[src/rtl/btn_pkg.sv]
// Shared types and constants for the push-button conditioner: the hold-FSM
// state encoding, 50 MHz board defaults and the counter-width helper.
package btn_pkg;

  typedef enum logic [1:0] {
    IDLE = 2'd0,
    HELD = 2'd1,
    LONG = 2'd2
  } hold_state_e;

  localparam int unsigned DEF_N_BTN         = 6;
  localparam int unsigned DEF_DB_CYCLES     = 500_000;     // 10 ms
  localparam int unsigned DEF_LONG_CYCLES   = 50_000_000;  // 1 s
  localparam int unsigned DEF_REPEAT_CYCLES = 10_000_000;  // 200 ms

  // Width of a counter that must hold values 0 .. max(a,b)-1.
  function automatic int cnt_w(input int unsigned a, input int unsigned b);
    int unsigned m;
    m = (a > b) ? a : b;
    return (m < 2) ? 1 : $clog2(m);
  endfunction

endpackage

[src/rtl/btn_if.sv]
// Button bundle between the board pins and the conditioner outputs.
// The conditioner takes the slave side; the board/bench drives the master side.
interface btn_if #(
  parameter int N_BTN = 6
) ();

  logic [N_BTN-1:0] btn_raw;
  logic [N_BTN-1:0] btn_level;
  logic [N_BTN-1:0] btn_press;
  logic [N_BTN-1:0] btn_release;
  logic [N_BTN-1:0] btn_long;
  logic [N_BTN-1:0] btn_repeat;

  modport master (
    output btn_raw,
    input  btn_level,
    input  btn_press,
    input  btn_release,
    input  btn_long,
    input  btn_repeat
  );

  modport slave (
    input  btn_raw,
    output btn_level,
    output btn_press,
    output btn_release,
    output btn_long,
    output btn_repeat
  );

endinterface

[src/rtl/btn_channel.sv]
// One button channel: 2-flop synchronizer, consecutive-cycle debounce and the
// IDLE/HELD/LONG hold FSM. Auto-repeat counting exists only with AUTOREPEAT_EN.
module btn_channel
  import btn_pkg::*;
#(
  parameter int unsigned DB_CYCLES     = DEF_DB_CYCLES,
  parameter int unsigned LONG_CYCLES   = DEF_LONG_CYCLES,
  parameter int unsigned REPEAT_CYCLES = DEF_REPEAT_CYCLES
) (
  input  logic CLK,
  input  logic RSTN,
  input  logic raw,
  output logic level_o,
  output logic press_o,
  output logic release_o,
  output logic long_o,
  output logic repeat_o
);

  localparam int DB_W   = $clog2(DB_CYCLES);
  localparam int HOLD_W = cnt_w(LONG_CYCLES, REPEAT_CYCLES);

  localparam logic [DB_W-1:0]   DB_LAST   = DB_W'(DB_CYCLES - 1);
  localparam logic [HOLD_W-1:0] LONG_LAST = HOLD_W'(LONG_CYCLES - 1);
`ifdef AUTOREPEAT_EN
  localparam logic [HOLD_W-1:0] REP_LAST  = HOLD_W'(REPEAT_CYCLES - 1);
`endif

  logic              sync1_q, sync1_d;
  logic              sync2_q, sync2_d;
  logic              level_q, level_d;
  logic [DB_W-1:0]   db_cnt_q, db_cnt_d;
  logic              press_q, press_d;
  logic              release_q, release_d;
  logic              long_q, long_d;
  hold_state_e       state_q, state_d;
  logic [HOLD_W-1:0] hold_cnt_q, hold_cnt_d;
`ifdef AUTOREPEAT_EN
  logic              repeat_q, repeat_d;
`endif

  logic differs;
  logic accept;

  always_comb begin
    sync1_d    = raw;
    sync2_d    = sync1_q;
    level_d    = level_q;
    db_cnt_d   = '0;
    press_d    = 1'b0;
    release_d  = 1'b0;
    long_d     = 1'b0;
    state_d    = state_q;
    hold_cnt_d = hold_cnt_q;
`ifdef AUTOREPEAT_EN
    repeat_d   = 1'b0;
`endif

    differs = (sync2_q != level_q);
    accept  = differs && (db_cnt_q == DB_LAST);

    // Strobes are computed here so they register on the same edge as the level.
    if (accept) begin
      level_d   = ~level_q;
      press_d   = ~level_q;
      release_d = level_q;
    end else if (differs) begin
      db_cnt_d = db_cnt_q + 1'b1;
    end

    case (state_q)
      IDLE: begin
        hold_cnt_d = '0;
        if (press_d) state_d = HELD;
      end
      HELD: begin
        if (release_d) begin
          state_d    = IDLE;
          hold_cnt_d = '0;
        end else if (hold_cnt_q == LONG_LAST) begin
          long_d     = 1'b1;
          hold_cnt_d = '0;
          state_d    = LONG;
        end else begin
          hold_cnt_d = hold_cnt_q + 1'b1;
        end
      end
      LONG: begin
        if (release_d) begin
          state_d    = IDLE;
          hold_cnt_d = '0;
        end else begin
`ifdef AUTOREPEAT_EN
          if (hold_cnt_q == REP_LAST) begin
            repeat_d   = 1'b1;
            hold_cnt_d = '0;
          end else begin
            hold_cnt_d = hold_cnt_q + 1'b1;
          end
`else
          hold_cnt_d = '0;
`endif
        end
      end
      default: begin
        state_d    = IDLE;
        hold_cnt_d = '0;
      end
    endcase
  end

  always_ff @(posedge CLK or negedge RSTN) begin
    if (!RSTN) begin
      sync1_q    <= 1'b0;
      sync2_q    <= 1'b0;
      level_q    <= 1'b0;
      db_cnt_q   <= '0;
      press_q    <= 1'b0;
      release_q  <= 1'b0;
      long_q     <= 1'b0;
      state_q    <= IDLE;
      hold_cnt_q <= '0;
    end else begin
      sync1_q    <= sync1_d;
      sync2_q    <= sync2_d;
      level_q    <= level_d;
      db_cnt_q   <= db_cnt_d;
      press_q    <= press_d;
      release_q  <= release_d;
      long_q     <= long_d;
      state_q    <= state_d;
      hold_cnt_q <= hold_cnt_d;
    end
  end

`ifdef AUTOREPEAT_EN
  always_ff @(posedge CLK or negedge RSTN) begin
    if (!RSTN) repeat_q <= 1'b0;
    else       repeat_q <= repeat_d;
  end
  assign repeat_o = repeat_q;
`else
  assign repeat_o = 1'b0;
`endif

  assign level_o   = level_q;
  assign press_o   = press_q;
  assign release_o = release_q;
  assign long_o    = long_q;

endmodule

[src/rtl/button_conditioner.sv]
// Parameterised front end for all push buttons: one btn_channel per pin.
// Define AUTOREPEAT_EN to enable btn_repeat strobes; otherwise they are tied 0.
module button_conditioner
  import btn_pkg::*;
#(
  parameter int unsigned N_BTN         = DEF_N_BTN,
  parameter int unsigned DB_CYCLES     = DEF_DB_CYCLES,
  parameter int unsigned LONG_CYCLES   = DEF_LONG_CYCLES,
  parameter int unsigned REPEAT_CYCLES = DEF_REPEAT_CYCLES
) (
  input logic CLK,
  input logic RSTN,
  btn_if.slave bus
);

  logic [N_BTN-1:0] level_w;
  logic [N_BTN-1:0] press_w;
  logic [N_BTN-1:0] release_w;
  logic [N_BTN-1:0] long_w;
  logic [N_BTN-1:0] repeat_w;

  for (genvar i = 0; i < int'(N_BTN); i++) begin : g_ch
    btn_channel #(
      .DB_CYCLES    (DB_CYCLES),
      .LONG_CYCLES  (LONG_CYCLES),
      .REPEAT_CYCLES(REPEAT_CYCLES)
    ) u_ch (
      .CLK      (CLK),
      .RSTN     (RSTN),
      .raw      (bus.btn_raw[i]),
      .level_o  (level_w[i]),
      .press_o  (press_w[i]),
      .release_o(release_w[i]),
      .long_o   (long_w[i]),
      .repeat_o (repeat_w[i])
    );
  end

  assign bus.btn_level   = level_w;
  assign bus.btn_press   = press_w;
  assign bus.btn_release = release_w;
  assign bus.btn_long    = long_w;
  assign bus.btn_repeat  = repeat_w;

endmodule

[src/flat_wrapper.sv]
// flat-port wrapper written by rule: the top's interface ports become plain ports
module button_conditioner_flat import btn_pkg::*;
#(
  parameter int unsigned N_BTN         = DEF_N_BTN,
  parameter int unsigned DB_CYCLES     = DEF_DB_CYCLES,
  parameter int unsigned LONG_CYCLES   = DEF_LONG_CYCLES,
  parameter int unsigned REPEAT_CYCLES = DEF_REPEAT_CYCLES
)
  (CLK, RSTN, bus_btn_raw, bus_btn_level, bus_btn_press, bus_btn_release, bus_btn_long, bus_btn_repeat);
  btn_if #(.N_BTN(N_BTN)) bus_i ();
  input logic CLK;
  input logic RSTN;
  input wire logic [$bits(bus_i.btn_raw)-1:0] bus_btn_raw;
  output wire logic [$bits(bus_i.btn_level)-1:0] bus_btn_level;
  output wire logic [$bits(bus_i.btn_press)-1:0] bus_btn_press;
  output wire logic [$bits(bus_i.btn_release)-1:0] bus_btn_release;
  output wire logic [$bits(bus_i.btn_long)-1:0] bus_btn_long;
  output wire logic [$bits(bus_i.btn_repeat)-1:0] bus_btn_repeat;
  assign bus_i.btn_raw = bus_btn_raw;
  assign bus_btn_level = bus_i.btn_level;
  assign bus_btn_press = bus_i.btn_press;
  assign bus_btn_release = bus_i.btn_release;
  assign bus_btn_long = bus_i.btn_long;
  assign bus_btn_repeat = bus_i.btn_repeat;
  button_conditioner #(.N_BTN(N_BTN), .DB_CYCLES(DB_CYCLES), .LONG_CYCLES(LONG_CYCLES), .REPEAT_CYCLES(REPEAT_CYCLES)) u_core (.CLK(CLK), .RSTN(RSTN), .bus(bus_i));
endmodule
[config.mk]
export PLATFORM = sky130hd
export DESIGN_NAME = button_conditioner_flat
export DESIGN_NICKNAME = d
export VERILOG_FILES = /design/src/rtl/btn_pkg.sv /design/src/rtl/btn_if.sv /design/src/rtl/btn_channel.sv /design/src/rtl/button_conditioner.sv /design/src/flat_wrapper.sv
export SDC_FILE = /design/constraint.sdc
export NUM_CORES = 1
export LEC_CHECK = 0
export ABC_AREA = 0
export BUFFER_PORTS_ARGS = -buffer_cell sky130_fd_sc_hd__buf_4
export CAP_MARGIN = 0
export CORE_AREA = 2 2 193 195
export CTS_CLUSTER_SIZE = 28
export DETAILED_ROUTE_END_ITERATION = 10
export DIE_AREA = 0 0 195 197
export HOLD_SLACK_MARGIN = 0.12
export RECOVER_POWER = 25
export SYNTH_ARGS = -nofsm -noshare
export SYNTH_HDL_FRONTEND = slang
export SYNTH_SLANG_ARGS = --single-unit
export TNS_END_PERCENT = 20
[constraint.sdc]
create_clock -name CLK -period 3.35 [get_ports CLK]
set_input_delay 0.1675 -clock CLK [delete_from_list [all_inputs] [get_ports CLK]]
set_output_delay 0.1675 -clock CLK [all_outputs]
set_load 0.01 [all_outputs]
# After elaboration in Yosys (flattened, before gate mapping)
# Cells that the tools add are included.
[word_totals]
register_bits = 318
input_bits = 8
out_inout_bits = 30
[classes]
n_reduce_logical = 18
add_sub_neg = 12
bitwise_logic = 6
n_mux = 90
n_eq_ne = 48
[ops]
columns = ["op", "n"]
rows = [
  ["26-bit two-way mux", 18],
  ["19-bit two-way mux", 12],
  ["26-bit by 1-bit adder with 26-bit output, second input constant", 6],
  ["26-bit == test, second input constant", 6],
  ["19-bit by 1-bit adder with 19-bit output, second input constant", 6],
  ["19-bit == test, second input constant", 6],
  ["2-bit two-way mux", 24],
  ["2-bit one-hot mux with 3 select lines", 6],
  ["1-bit two-way mux", 30],
  ["2-bit != test, second input constant", 12],
  ["3-bit != test, second input constant", 6],
  ["3-bit AND reduction", 6],
  ["2-bit by 1-bit == test with 1-bit output, second input constant", 6],
  ["2-bit == test, second input constant", 6],
  ["2-bit zero test", 6],
  ["1-bit logical AND", 6],
  ["1-bit != test", 6],
  ["1-bit NOT", 6],
]

# Longest topological paths before layout
# Gate-level depths: netlist (run 1).
[depth]
word_depth = 5
ltp_mapped = 9

# By module
# From an unflattened synthesis (run 1), not the netlist that was laid out.
[hier_totals]
hier_cells = 1540
area_unflattened_um2 = 15529.9
[by_module_without_submodules]
columns = ["module", "seq_area_each_um2", "cells_per_inst", "instances", "area_per_inst_um2"]
rows = [
  ["btn_channel (u_core.g_ch[1].u_ch ...)", 1326.3, 256, 4, 2567.5],
  ["btn_channel (u_core.g_ch[5].u_ch)", 1326.3, 259, 1, 2657.5],
  ["btn_channel (u_core.g_ch[0].u_ch)", 1326.3, 257, 1, 2602.5],
]

# Least setup slack after synthesis (run 1)
# Ideal clock, no wire load.
[synth_path]
kind = "register -> register"
startpoint = "register u_core.g_ch[4].u_ch.db_cnt_q[0]"
endpoint = "register u_core.g_ch[4].u_ch.hold_cnt_q[10]"
arrival_ps = 2190
setup_slack_ps = 1042
setup_ps = 119
t_required_ps = 3231
stages_incl_launch_ff = 9
path_cell_list = "dfrtp_1 ha_1 nand3_1 or4b_2 o41ai_1 nand2b_1 buf_2 buf_4 nor2_1"
[synth_via]
elab_chain_cells = 5
[synth_rtl]
columns = ["element", "line_no", "rtl"]
rows = [
  ["start: declaration", "btn_channel.sv:32", "logic [DB_W-1:0] db_cnt_q, db_cnt_d;"],
  ["start signal: assignment", "btn_channel.sv:127", "db_cnt_q <= db_cnt_d;"],
  ["19-bit == test", "btn_channel.sv:60", "accept = differs && (db_cnt_q == DB_LAST);"],
  ["1-bit logical AND", "btn_channel.sv:60", ""],
  ["1-bit two-way mux", "btn_channel.sv:63", "if (accept) begin"],
  ["26-bit two-way mux", "btn_channel.sv:77", "if (release_d) begin"],
  ["26-bit two-way mux", "--", ""],
  ["net u_core.g_ch[4].u_ch.hold_cnt_d[10]", "btn_channel.sv:37", "logic [HOLD_W-1:0] hold_cnt_q, hold_cnt_d;"],
  ["end signal: assignment", "btn_channel.sv:132", "hold_cnt_q <= hold_cnt_d;"],
  ["end: declaration", "btn_channel.sv:37", ""],
]
# The timed path passes the listed nets, and every way through them passes these cells.
# A chain may end at the register's enable or synchronous reset.

# Worst setup path in the final report (run 1)
[layout_path]
startpoint = "register u_core.g_ch[5].u_ch.db_cnt_q[6]"
endpoint = "register u_core.g_ch[5].u_ch.state_q[0]"
[layout_via]
elab_chain_cells = 5
elab_cells_between_ends = 10
cone_classes = "eq/ne: 4; mux: 4; reduce/logical: 2"
[layout_rtl]
columns = ["element", "line_no", "rtl"]
rows = [
  ["start: declaration", "btn_channel.sv:32", ""],
  ["start signal: assignment", "btn_channel.sv:127", ""],
  ["19-bit == test *", "btn_channel.sv:60", ""],
  ["1-bit logical AND *", "btn_channel.sv:60", ""],
  ["1-bit two-way mux", "btn_channel.sv:63", ""],
  ["3-bit != test (no source line) (tied with other cells)", "--", ""],
  ["3-bit AND reduction (no source line) or 2-bit one-hot mux with 3 select lines (tied branches)", "--", ""],
  ["end signal: assignment", "btn_channel.sv:131", "state_q <= state_d;"],
  ["end: declaration", "btn_channel.sv:36", "hold_state_e state_q, state_d;"],
]
# Mark *: on every way between the ends. The rest lies on a longest branch, timed or not.

==> metrics.cfg, run 1 <==
[outcome]
violations = max-capacitance violations, max-slew violations
status = finished with violations

[drt]
drcViolationCount = 0
ant_nets = 0
num_vias = 10500
via_per_inst = 5.12
dr.pass1.iters = 5
totalWireLength_mm = 27.5
wl_per_cell_um = 13.5
drtIter0Drc = 584

[logic_synthesis]
synth_edf_count = 0
syn_inst = 1513
synth_top_area_share_pct = 52.8
synthTopCellsByArea = dfrtp_1 53%, xor2_1 9.6%, nor2_1 8.1%
yosysWarnings = 0
synth_area_um2 = 15100
yosys.area.top_type = dfrtp_1
ys_seq_elements = 318
ys_types = 50
async_flop_share_pct = 100
synth-main-ff-cell = dfrtp_1
yosysSeqAreaShare_pct = 52.8
syn_avg_cell_area_um2 = 9.96

[finish]
layout-drive-gt1-share_pct = 7.86
ff_latch_area_um2 = 7960
multi_input_area_um2 = 6650
areaGrowthSynthToFinish_pct = 13.1
num_antenna_cells = 0
finish.net_count = 1571
n_fill_cell = 3381

[setup_path]
crit_type = reg -> reg
crit_path_start_kind = register
endpoint_kind = register
worstPathMaxFanout = 26
required_ns = 3.72
crit_arrival_ns = 3.02

[global_routing]
grt_max_degree = 93
first_global_vias = 10200
antenna_found_initial = 0
track_usage_pct = 14.8
grt_pass1_wl_mm = 48.6
grt.overflow.total = 0

[place]
dp_hpwl_mm = 17.8
io_buffers = 31
place_congestion = 0.799

[clock_network]
cts-resized-gates = 0
cts_tree = yes
clk_pin_slew_ns = 0.06
clockBufferDepth = 3
cts-htree-levels = 2
clock_latency_ns = 0.52
clkSinkCount = 318
post_cts_buffers = 0
cts_root_buf = clkbuf_16
numCtsBuffers = 37

[floorplan]
io_pins = 38
dieHeight_um = 197
start_util_pct = 41.6
design.die.area_um2 = 38400
core_um2 = 36300
die_x_um = 195
rows = 70

[pwr]
total_power_mw = 8.23
pwr-share-seq_pct = 47.3
pwr-share-comb_pct = 1.8
p_sw_share_pct = 20.6
switching_power_mw = 1.70
p_leak_nw = 7.12
power.density_nw_per_um2 = 483
internal-power_mw = 6.54
irDropWorstVdd_mv = 0.286
clkPwrFrac_pct = 50.9

[run]
max_cap_viol_count = 1

[sta]
tightestPinTransition_ns = 2.39
period_needed_ns = 2.65
setup_tns_ns = 0
fin_crit_sh_pct = 79.2
setup_violations = 0
skew_ns = 0.0173
rsz0062_at_grt = no
fmax_mhz = 377
slew_viol_final = 90
slew_headroom_pct = -59.0
finalHoldViolCount = 0

[hold_path]
hold_path_class = in -> reg

power groups by stage:
stage | Clock [mW] | Sequential (mW) | Combinational, mW
floorplan | 0 | 3.95 | 0.0526
global placement | 0 | 3.96 | 0.155
detailed placement | 0 | 3.96 | 0.157
CTS | 4.33 | 3.89 | 0.163
global route | 4.50 | 3.89 | 0.181
finish | 4.19 | 3.89 | 0.151
critical path: stages (launching register included):
cell     delay (ns)
dfrtp_1        0.41
or4b_2         0.67
nor4_1         0.58
a21bo_2        0.25
or2_2          0.44
o41ai_1        0.15
synthesized netlist by cell type, types with 6 or more instances:
master / number
nor2_1: 325
dfrtp_1: 318
xor2_1: 165
nand3_1: 110
nand4_1: 91
xnor2_1: 87
nand2_1: 86
and3_1: 40
buf_4: 38
inv_1: 31
nor3_1: 26
nor4_1: 22
and4_1: 21
clkbuf_1: 15
ha_1: 12
nor4b_1: 11
nand2b_1: 10
nor2b_1: 9
and2_1: 8
buf_2: 7
or3_1: 7
nor3b_1: 6
or4_1: 6
area by class of cell:
type | instances | share of cell area (%)
Timing Repair Buffer | 54 | 2.63
Clock inverter | 12 | 0.998
Sequential cell | 318 | 46.7
Inverter | 31 | 0.683
Multi-Input combinational cell | 1109 | 39.0
Clock buffer | 53 | 6.56
Tap cell | 468 | 3.43
logic make-up (layout without fill, tap and decap cells):
kind of cell / after synthesis / after routing / share of synthesized area, %
buf+inv: 91 / 150 / 3.27
simple gates: 813 / 813 / 27.0
fa+ha+maj: 12 / 12 / 0.996
xor+xnor: 252 / 252 / 14.6
other cells: 1 / 6 / 0.0249
flops: 318 / 318 / 52.8
compound gates: 26 / 26 / 1.26
cell usage in the layout (no fill, tap or decap), types with 4 or more instances in the layout:
cell,count
nand2b_1,10
xor2_1,165
clkbuf_4,5
nand3_1,110
dfrtp_1,318
clkbuf_16,39
nor4_1,22
bufinv_16,4
clkbuf_8,9
clkinv_2,5
or2_2,5
nand3b_1,5
a21oi_1,4
inv_1,31
nor4b_1,11
and3_1,40
a31oi_1,5
buf_4,35
nand2_1,86
nor4bb_1,5
dlygate4sd3_1,7
nor2b_1,9
and2_1,8
nor2_1,325
o211ai_1,5
xnor2_1,87
ha_1,12
conb_1,6
nand4_1,91
nor3_1,26
or4_1,6
nor3b_1,6
or3_1,7
and4_1,21
clkbuf_1,6
stage by stage:
step	hold slack [ns]	util [%]	setup WS (ns)	instance area [um2]	instances
global placement	0.255	43.3	0.816	15700	1973
detailed placement	0.246	43.3	0.704	15700	1973
global route	0.304	47.0	0.432	17000	2045
finish	0.323	47.0	0.697	17000	2045
CTS	0.270	47.1	0.678	17100	2045
floorplan	-0.128	-	1.04	15100	1518
registers in the layout, summed over array words and instances, names as in the netlist:
name,cells
u_core.g_ch.u_ch.db_cnt_q,114
u_core.g_ch.u_ch.hold_cnt_q,156
u_core.g_ch.u_ch.level_o,6
u_core.g_ch.u_ch.long_o,6
u_core.g_ch.u_ch.press_o,6
u_core.g_ch.u_ch.release_o,6
u_core.g_ch.u_ch.state_q,12
u_core.g_ch.u_ch.sync1_q,6
u_core.g_ch.u_ch.sync2_q,6
repair_timing:
action | in CTS | in global routing
endpoints found under the hold margin | 92 | 0
setup endpoints to repair | 0 | 0
hold buffers | 7 | 0
worst paths after layout:
path	start	end	cells after the start	slack (ns)
worst max-delay path	u_core.g_ch[5].u_ch.db_cnt_q[6]$_DFF_PN0_	u_core.g_ch[5].u_ch.state_q[0]$_DFFE_PN0P_	5	0.70
max in group asynchronous	RSTN	u_core.g_ch[4].u_ch.hold_cnt_q[21]$_DFF_PN0_	3	0.92
worst min-delay path	bus_btn_raw[3]	u_core.g_ch[3].u_ch.sync1_q$_DFF_PN0_	2	0.32
min in group asynchronous	RSTN	u_core.g_ch[5].u_ch.sync1_q$_DFF_PN0_	2	0.91
worst max register to register	u_core.g_ch[5].u_ch.db_cnt_q[6]$_DFF_PN0_	u_core.g_ch[5].u_ch.state_q[0]$_DFFE_PN0P_	5	0.70
worst min register to register	u_core.g_ch[2].u_ch.sync1_q$_DFF_PN0_	u_core.g_ch[2].u_ch.sync2_q$_DFF_PN0_	0	0.35
per-layer routing:
| layer | track usage (%) | share of wire [%] | vias to the layer above |
|---|---|---|---|
| met3 | 2.46 | 3.2 | 51 |
| li1 | - | - | 5184 |
| met4 | 4.27 | 2.0 | 0 |
| met2 | 23.5 | 46 | 119 |
| met1 | 20.9 | 49 | 5115 |
| met5 | 0 | 0 | - |
No activity file was read; power rests on OpenSTA's default activity.
==> run 2: changes to the inputs <==
--- a/config.mk
+++ b/config.mk
@@ -5,13 +5,13 @@
 export SDC_FILE = /design/constraint.sdc
 export NUM_CORES = 1
 export LEC_CHECK = 0
-export ABC_AREA = 0
+export ABC_AREA = 1
 export BUFFER_PORTS_ARGS = -buffer_cell sky130_fd_sc_hd__buf_4
 export CAP_MARGIN = 0
-export CORE_AREA = 2 2 193 195
+export CORE_AREA = 2 2 211 213
 export CTS_CLUSTER_SIZE = 28
 export DETAILED_ROUTE_END_ITERATION = 10
-export DIE_AREA = 0 0 195 197
+export DIE_AREA = 0 0 213 215
 export HOLD_SLACK_MARGIN = 0.12
 export RECOVER_POWER = 25
 export SYNTH_ARGS = -nofsm -noshare
==> constraint.sdc (replaced) <==
create_clock -name CLK -period 2.4 [get_ports CLK]
set_input_delay 0.12 -clock CLK [delete_from_list [all_inputs] [get_ports CLK]]
set_output_delay 0.12 -clock CLK [all_outputs]
set_load 0.01 [all_outputs]
==> run 2 against run 1 <==
  * The flow now finishes without violations
  * Largest power group unchanged
  * Flip-flop and latch count did not move
  * Clock skew rose by 0.0022 ns
  * Critical endpoint is now u_core.g_ch[5].u_ch.hold_cnt_q[8]$_DFF_PN0_
  * Power rose by 40%
  * Final cell count rose by 56%
  * Clock-buffer cell count rose by 5
==> metrics.cfg, run 2 <==
[logic_synthesis]
synth-main-ff-cell = dfrtp_1
ys_seq_elements = 318
async_flop_share_pct = 100
yosys.area.top_type = dfrtp_1
yosysWarnings = 0
ys_types = 38
synth_top_area_share_pct = 44.1
synth_edf_count = 0
synth_most_common_cell = nor2_1
synthTopCellsByArea = dfrtp_1 44%, nor2_1 14%, nand2_1 12%
syn_inst = 2519
yosysSeqAreaShare_pct = 44.1
syn_avg_cell_area_um2 = 7.17
synth_common_cells = 654 x nor2_1, 590 x nand2_1, 318 x dfrtp_1, 315 x inv_1, 141 x nand3_1
synth_area_um2 = 18100

[sta]
slew_viol_final = 0
skew_ns = 0.0195
setup_violations = 0
tightestPinTransition_ns = 1.09
timing.final.ws_setup_ns = 0.439
fin_crit_sh_pct = 81.7
slew_headroom_pct = 27.2
period_needed_ns = 1.96
finalHoldViolCount = 0
fmax_mhz = 510
holdWs_ns = 0.237
setup_tns_ns = 0
rsz0062_at_grt = no

[clock_network]
hold_buffers = 8
cts_root_buf = clkbuf_16
cts-resized-gates = 0
clk_pin_slew_ns = 0.06
numCtsBuffers = 38
post_cts_buffers = 0
clkSinkCount = 318
clock_latency_ns = 0.55
cts_tree = yes
clockBufferDepth = 3
cts-htree-levels = 2

[hold_path]
min_from = bus_btn_raw[2]
hold_path_class = in -> reg
holdPathStages = 2
hold_end = u_core.g_ch[2].u_ch.sync1_q$_DFF_PN0_

[drt]
ant_nets = 0
wl_per_cell_um = 12.3
num_vias = 15500
via_per_inst = 4.84
dr.pass1.iters = 7
totalWireLength_mm = 39.2
drtIter0Drc = 959
drcViolationCount = 0

[setup_path]
endpoint_kind = register
r2r_slack_ns = 0.44
crit_path_start_kind = register
required_ns = 2.82
worstPathMaxFanout = 24
crit_type = reg -> reg
r2r_start = u_core.g_ch[5].u_ch.hold_cnt_q[0]$_DFF_PN0_
rr_worst_depth = 8
crit_arrival_ns = 2.38
reg2reg_to = u_core.g_ch[5].u_ch.hold_cnt_q[8]$_DFF_PN0_
startpoint = u_core.g_ch[5].u_ch.hold_cnt_q[0]$_DFF_PN0_

[floorplan]
rows = 77
die_x_um = 213
io_pins = 38
start_util_pct = 41.4
core_um2 = 43600
design.die.area_um2 = 45800
dieHeight_um = 215

[run]
max_cap_viol_count = 0

[finish]
final_cell_mix = 654 x nor2_1, 590 x nand2_1, 318 x dfrtp_1
num_antenna_cells = 0
areaGrowthSynthToFinish_pct = 11.6
layout-drive-gt1-share_pct = 5.62
finish.net_count = 2590
fin_util_pct = 46.2
final_common_cell = nor2_1
final_cells = 3190
regMostFlops = u_core.g_ch.u_ch.hold_cnt_q
largest_register_ffs = 156
fin_area_um2 = 20100
top_regs = u_core.g_ch.u_ch.hold_cnt_q: 156 flops, u_core.g_ch.u_ch.db_cnt_q: 114 flops, u_core.g_ch.u_ch.state_q: 12 flops

[global_routing]
antenna_found_initial = 0
track_usage_pct = 17.9
grt_max_degree = 75
grt_pass1_wl_mm = 69.4
first_global_vias = 15100
grt.overflow.total = 0

[pwr]
irDropWorstVdd_mv = 0.595
power.density_nw_per_um2 = 573
total_power_mw = 11.5
p_leak_nw = 8.35

[place]
dp_hpwl_mm = 28.4
io_buffers = 31
place_area_um2 = 18800
place_ws_ns = 0.430
placedCellCount = 3114
place_congestion = 0.925

[outcome]
status = finished clean

run 2: cell types whose count changed in the layout (fill, tap and decap cells not counted), sizes merged, moves of 24 or more:
cell and change:
xor2 -82, inv +285, nand4 -24, nor3 +90
and3 -36, xnor2 -55, nand3 +40, nand2 +511
nor2 +345
run 2: layout make-up:
type	instances	area, um2
Sequential cell	318	7960
Fill cell	4406	23500
Multi-Input combinational cell	1840	8530
Inverter	319	1200
Tap cell	592	741
Timing Repair Buffer	53	428
Clock buffer	58	1190
Clock inverter	10	105
run 2: layer usage:
metal / global-route usage, % / part of all wire (%) / vias to the layer above
met5: 0 / 0 / -
met2: 28.8 / 45 / 273
met1: 24.8 / 49 / 7185
li1: - / - / 7939
met4: 5.62 / 2.4 / 0
met3: 2.62 / 3.8 / 56
run 2: worst max-delay path, cell delays in order (launching register included):
cell and delay, ns:
dfrtp_1 0.41, ha_1 0.23, nand2_1 0.12, nor2_2 0.08
nand3_1 0.07, nor2_1 0.05, nand2_1 0.13, nand3_2 0.44
nor3_1 0.32
run 2: worst max path at each step:
| stage | slack [ns] | cells past startpoint | to |
|---|---|---|---|
| after floorplan | 0.83 | 9 | u_core.g_ch[3].u_ch.hold_cnt_q[0]$_DFF_PN0_ |
| after global placement | 0.53 | 8 | u_core.g_ch[5].u_ch.hold_cnt_q[19]$_DFF_PN0_ |
| after detailed placement | 0.43 | 8 | u_core.g_ch[5].u_ch.hold_cnt_q[8]$_DFF_PN0_ |
| after CTS | 0.45 | 8 | u_core.g_ch[5].u_ch.hold_cnt_q[8]$_DFF_PN0_ |
| after global routing | 0.23 | 8 | u_core.g_ch[5].u_ch.hold_cnt_q[8]$_DFF_PN0_ |
| final | 0.44 | 8 | u_core.g_ch[5].u_ch.hold_cnt_q[8]$_DFF_PN0_ |
run 2: power by group:
group	total, mW	switching [mW]	leakage [nW]	internal, mW
sequential	5.42	0.0216	4.40	5.40
clock	5.88	2.26	0.637	3.63
combinational	0.241	0.184	3.31	0.0571
total	11.5	2.46	8.35	9.08
run 2: cells by family (layout without fill, tap and decap cells):
kind of cell / after synthesis / after routing / synth area share, %
AO/OA/AOI/OAI: 65 / 65 / 2.00
adder cells (fa/ha/maj): 12 / 12 / 0.831
buffers and inverters: 366 / 440 / 8.81
AND/OR/NAND/NOR: 1642 / 1642 / 38.7
flip-flops: 318 / 318 / 44.1
XOR/XNOR: 115 / 115 / 5.58
other: 1 / 6 / 0.0208
